<file path="src/rtl/fe_inv.sv">
// Curve25519 field inverter: out = in^(p-2) mod p, p = 2^255-19, through an external
// pipelined field multiplier using a fixed left-to-right square-and-multiply schedule.
//
// state | meaning
// IDLE  | waiting for an operand; holds the result until the consumer takes it
// ISSUE | registers multiplier operands (r*r for SQR, r*x for MUL)
// WAIT  | down-counts the multiplier latency, then captures mul_result into r
module fe_inv #(
   parameter int MUL_LAT = 3
) (
   input  logic         clk,
   input  logic         rst_n,
   input  logic         in_valid_i,
   output logic         in_ready_o,
   input  logic [254:0] in_data_i,
   output logic         out_valid_o,
   input  logic         out_ready_i,
   output logic [254:0] out_data_o,
   output logic         busy_o,
   output logic [255:0] mul_a_o,
   output logic [255:0] mul_b_o,
   input  logic [254:0] mul_result_i
);

   localparam logic [254:0] P      = 255'h0 - 255'd19;
   // low five bits of the exponent p-2; every bit above them is 1
   localparam logic [7:0]   EXP_LO = 8'b0000_1011;
   localparam logic [7:0]   LAT_M1 = 8'(MUL_LAT - 1);

   typedef enum logic [1:0] {S_IDLE, S_ISSUE, S_WAIT} state_t;
   typedef enum logic {PH_SQR, PH_MUL} phase_t;

   state_t         state_q, state_d;
   phase_t         phase_q, phase_d;
   logic [254:0]   x_q, x_d;
   logic [254:0]   r_q, r_d;
   logic [7:0]     i_q, i_d;
   logic [7:0]     cnt_q, cnt_d;
   logic [255:0]   mul_a_q, mul_a_d;
   logic [255:0]   mul_b_q, mul_b_d;
   logic           out_valid_q, out_valid_d;
   logic [254:0]   out_data_q, out_data_d;
   logic           busy_q, busy_d;
   logic           accept;

   function automatic logic [254:0] canon(input logic [254:0] v);
      return (v >= P) ? (v - P) : v;
   endfunction

   function automatic logic exp_bit(input logic [7:0] idx);
      return (idx >= 8'd5) ? 1'b1 : EXP_LO[idx[2:0]];
   endfunction

   assign in_ready_o  = (state_q == S_IDLE) && !out_valid_q;
   assign accept      = in_valid_i && in_ready_o;
   assign out_valid_o = out_valid_q;
   assign out_data_o  = out_data_q;
   assign busy_o      = busy_q;
   assign mul_a_o     = mul_a_q;
   assign mul_b_o     = mul_b_q;

   always_comb begin
      state_d     = state_q;
      phase_d     = phase_q;
      x_d         = x_q;
      r_d         = r_q;
      i_d         = i_q;
      cnt_d       = cnt_q;
      mul_a_d     = mul_a_q;
      mul_b_d     = mul_b_q;
      out_valid_d = out_valid_q;
      out_data_d  = out_data_q;
      busy_d      = busy_q;

      if (out_valid_q && out_ready_i) begin
         out_valid_d = 1'b0;
      end

      case (state_q)
         S_IDLE: begin
            if (accept) begin
               // exponent bit 254 is consumed by starting with r = x
               x_d     = canon(in_data_i);
               r_d     = canon(in_data_i);
               i_d     = 8'd253;
               phase_d = PH_SQR;
               busy_d  = 1'b1;
               state_d = S_ISSUE;
            end
         end
         S_ISSUE: begin
            mul_a_d = {1'b0, r_q};
            mul_b_d = {1'b0, (phase_q == PH_SQR) ? r_q : x_q};
            cnt_d   = LAT_M1;
            state_d = S_WAIT;
         end
         S_WAIT: begin
            if (cnt_q != 8'd0) begin
               cnt_d = cnt_q - 8'd1;
            end else begin
               r_d = mul_result_i;
               if ((phase_q == PH_SQR) && exp_bit(i_q)) begin
                  phase_d = PH_MUL;
                  state_d = S_ISSUE;
               end else if (i_q == 8'd0) begin
                  // the final product may be non-canonical; reduce it on the way out
                  out_data_d  = canon(mul_result_i);
                  out_valid_d = 1'b1;
                  busy_d      = 1'b0;
                  state_d     = S_IDLE;
               end else begin
                  i_d     = i_q - 8'd1;
                  phase_d = PH_SQR;
                  state_d = S_ISSUE;
               end
            end
         end
         default: begin
            state_d = S_IDLE;
         end
      endcase
   end

   always_ff @(posedge clk or negedge rst_n) begin
      if (!rst_n) begin
         state_q     <= S_IDLE;
         phase_q     <= PH_SQR;
         x_q         <= '0;
         r_q         <= '0;
         i_q         <= '0;
         cnt_q       <= '0;
         mul_a_q     <= '0;
         mul_b_q     <= '0;
         out_valid_q <= 1'b0;
         out_data_q  <= '0;
         busy_q      <= 1'b0;
      end else begin
         state_q     <= state_d;
         phase_q     <= phase_d;
         x_q         <= x_d;
         r_q         <= r_d;
         i_q         <= i_d;
         cnt_q       <= cnt_d;
         mul_a_q     <= mul_a_d;
         mul_b_q     <= mul_b_d;
         out_valid_q <= out_valid_d;
         out_data_q  <= out_data_d;
         busy_q      <= busy_d;
      end
   end

endmodule

</file>
<file path="config.mk">
export PLATFORM = sky130hd
export DESIGN_NAME = fe_inv
export DESIGN_NICKNAME = d
export VERILOG_FILES = /design/src/rtl/fe_inv.sv
export SDC_FILE = /design/constraint.sdc
export NUM_CORES = 2
export LEC_CHECK = 0
export ABC_AREA = 1
export CORE_AREA = 4 4 498 500
export DETAILED_ROUTE_END_ITERATION = 7
export DIE_AREA = 0 0 502 504
export GPL_ROUTABILITY_DRIVEN = 0
export RECOVER_POWER = 50
export SLEW_MARGIN = 20
export SYNTH_ARGS = -nofsm -noshare
export SYNTH_HDL_FRONTEND = slang
export SYNTH_SLANG_ARGS = --single-unit
export TNS_END_PERCENT = 5
</file>
<file path="constraint.sdc">
create_clock -name clk -period 2.1 [get_ports clk]
set_clock_uncertainty 0.15 [all_clocks]
set_input_delay 0.42 -clock clk [delete_from_list [all_inputs] [get_ports clk]]
set_output_delay 0.42 -clock clk [all_outputs]
set_load 0.02 [all_outputs]
</file>
==> flow_summary.json <==
{
  "status": "finished with violations",
  "violations": "DRC, hold timing, setup timing",
  "hpwl_mm": 254.9,
  "start_util_pct": 24.83,
  "grt_usage_pct": 26.78,
  "clkPwrFrac_pct": 23.2,
  "synth_enable_flop_cells": 0,
  "ys_ff_latch": 1296,
  "clock_sinks": 1296,
  "crit_cells": 1,
  "numCtsBuffers": 153,
  "antenna_found_initial": 106,
  "fin_cells": 13940,
  "final_common_cell": "nand2_1",
  "yosys.area.top_type": "dfrtp_1",
  "die_area_sq_um": 253000,
  "placed_area_sq_um": 85200,
  "synthArstFlopShare_pct": 100.0,
  "p_leak_nw": 49.92,
  "cp.required_ns": 1.53,
  "cpMaxStageDelayCell": "clkdlybuf4s50_1",
  "vias": 70770,
  "worst_pin_slew_ns": 1.334,
  "reg2regPathDepth": 15,
  "period_needed_ns": 2.467,
  "place_ws_ns": -2.065,
  "synth_top_cell_area_share_pct": 53.74,
  "yosysWarnings": 0,
  "maxSlewViolCount": 0,
  "crit_family": "buffers and inverters",
  "synth_flop_cell": "dfrtp_1",
  "worstPathCellList": "clkdlybuf4s50_1",
  "critPathBufInv": 1,
  "p_switching_w": 0.05044,
  "wirelength_mm": 370.6,
  "dr.pass1.iters": 8,
  "numPortBuffers": 1281,
  "maxSlewHeadroom_pct": 11.05,
  "worstHoldPathType": "input port to flip-flop",
  "cpPeakStageDelay_ns": 0.66,
  "whs_ns": -0.03614,
  "fmax_ghz": 0.4054,
  "r2r_setup_slack_ns": -0.33,
  "placed_cells": 13140,
  "switching_share_pct": 41.21,
  "cts_tree": "yes",
  "synth_area_leaders": "dfrtp_1 (54%), nand2_1 (26%), nand3_1 (4.5%)",
  "die_height_microns": 504,
  "worstSkewPairLatency_ns": 0.82,
  "avgSynthCellArea_sq_um": 7.496,
  "htree_num_levels": 4,
  "worstSetupPathType": "flip-flop to output port",
  "internal_power_w": 0.07196,
  "grt_overflow": 0,
  "crit_path_end": "mul_b_o[230]",
  "final_cell_mix": "nand2_1 (3929), dfrtp_1 (1288), buf_4 (954), clkdlybuf4s50_1 (606), a21oi_1 (515)",
  "layout-drive-gt1-share_pct": 20.51,
  "crit_path_start": "mul_b_o[230]",
  "fin_crit_sh_pct": 117.5,
  "cts-root-buf": "clkbuf_16",
  "die_x_microns": 502,
  "total_power_w": 0.1224,
  "r2r-end": "r_q[178]",
  "hold_violations": 4,
  "crit_fanout": 2,
  "core_area_sq_um": 243000,
  "irDropWorstVdd_uv": 810.1,
  "cellPowerDensity_nw_per_um2": 1235,
  "power_frac_comb_pct": 41.5,
  "area_growth_pct": 64.19,
  "rows": 181,
  "r2r_start": "cnt_q[0]",
  "grt_max_degree": 98,
  "finalSetupViolations": 1952,
  "clk_pin_slew_ns": 0.06,
  "crit_arrival_ns": 1.90,
  "final_area_sq_um": 99080,
  "cts_buffer_depth": 3,
  "grt_first_pass_wirelength_mm": 494.3,
  "syn_inst": 8050,
  "netlist_area_sq_um": 60350,
  "startpoint_type": "flip-flop",
  "ys_types": 31,
  "detail-route-antenna-nets": 0,
  "wl_per_cell_microns": 26.59,
  "drt_iter0_drc": 8190,
  "final_util_pct": 40.78,
  "seqPwrFrac_pct": 35.3,
  "grt_pass1_vias": 67880,
  "worstSetupEndpointType": "output port",
  "ys_seq_area_share_pct": 53.74,
  "layout.nets": 11060,
  "num_io_pins": 1284,
  "drc": 1,
  "setup_ws_ns": -0.3669,
  "via_per_inst": 5.077,
  "maxCapViolations": 0,
  "rsz0062_at_grt": "yes"
}
[Yosys cell counts, types with 2 or more instances]
| master | count |
|---|---|
| a21oi_1 | 515 |
| and2_1 | 3 |
| buf_1 | 42 |
| buf_2 | 62 |
| buf_4 | 9 |
| buf_6 | 21 |
| clkbuf_1 | 381 |
| dfrtp_1 | 1296 |
| ha_1 | 9 |
| inv_1 | 102 |
| inv_2 | 11 |
| nand2_1 | 4154 |
| nand2_2 | 4 |
| nand3_1 | 547 |
| nand3b_1 | 5 |
| nand4_1 | 212 |
| nor2_1 | 475 |
| nor3_1 | 14 |
| nor3b_1 | 2 |
| o21ai_0 | 109 |
| o21ai_1 | 53 |
| o22ai_1 | 4 |
| xnor2_1 | 3 |
| xor2_1 | 10 |
[metal layers]
metal	global-route usage (%)	vias to the layer above	wire (microns)
li1	-	30720	-
met2	42.13	4659	165800
met3	6.972	1051	38810
met1	32.15	34290	134800
met5	0	-	288
met4	17.97	46	30920
[through the flow]
step	setup TNS [ns]	hold slack (ns)
after floorplan	-0.4637	-0.02559
after global placement	-1355.31	0.1930
after detailed placement	-1339.52	0.1918
after CTS	-388.63	0.0001018
after global routing	-520.37	-0.01177
final	-352.11	-0.03614
[final cells by class]
class                           count  area (sq um)
Antenna cell                       73         182.7
Sequential cell                  1296         32440
Fill cell                       24120        143900
Clock inverter                     64         823.3
Timing Repair Buffer             2845         29470
Multi-Input combinational cell   6127         27140
Inverter                          114         486.7
Timing Repair inverter              2         60.06
Clock buffer                      215          4467
Tap cell                         3202          4006
[logic make-up after synthesis]
family | count (synthesis) | synth area share (%)
AO/OA/AOI/OAI | 684 | 5.695
buffers and inverters | 629 | 4.358
AND/OR/NAND/NOR | 5418 | 35.82
adder cells (fa/ha/maj) | 9 | 0.1866
XOR/XNOR | 13 | 0.1887
other | 1 | 0.006214
flip-flops | 1296 | 53.74
[power by group through the flow]
| stage | sequential [W] | combinational [W] | clock, W |
|---|---|---|---|
| 2_1_floorplan | 0.0455 | 0.0184 | 0 |
| 3_5_place_dp | 0.0428 | 0.0475 | 0 |
| 4_1_cts | 0.0426 | 0.0504 | 0.0287 |
| 6_report | 0.0432 | 0.0508 | 0.0284 |
| 3_3_place_gp | 0.0427 | 0.0468 | 0 |
| 5_1_grt | 0.0438 | 0.0546 | 0.0298 |
[registers in the layout (all words and copies together) (netlist names)]
signal and flops:
mul_a_o 255, cnt_q 8, x_q 255, busy_o 1
mul_b_o 255, phase_q 1, out_valid_o 1, state_q 2
out_data_o 255, r_q 255, i_q 8
[how the worst min path moves through the flow]
| stage | from | endpoint | slack (ns) | cells after the start |
|---|---|---|---|---|
| global route | mul_result_i[43] | out_data_o[43] | -0.01 | 4 |
| detailed placement | rst_n | mul_b_o[84] | 0.19 | 1 |
| CTS | in_data_i[252] | x_q[252] | 0.0001 | 5 |
| global placement | rst_n | mul_a_o[115] | 0.19 | 1 |
| floorplan | rst_n | busy_o | -0.03 | 0 |
| finish | mul_result_i[208] | r_q[208] | -0.04 | 6 |
[timing repair]
action / CTS / global route
gates cloned: 58 / 48
endpoints found under the setup margin: 1512 / 1490
setup buffers: 68 / 63
pin swaps: 149 / 186
hold buffers: 97 / 138
endpoints found under the hold margin: 708 / 170
resized for setup: 1059 / 716
(Power assumes the default switching activity.)
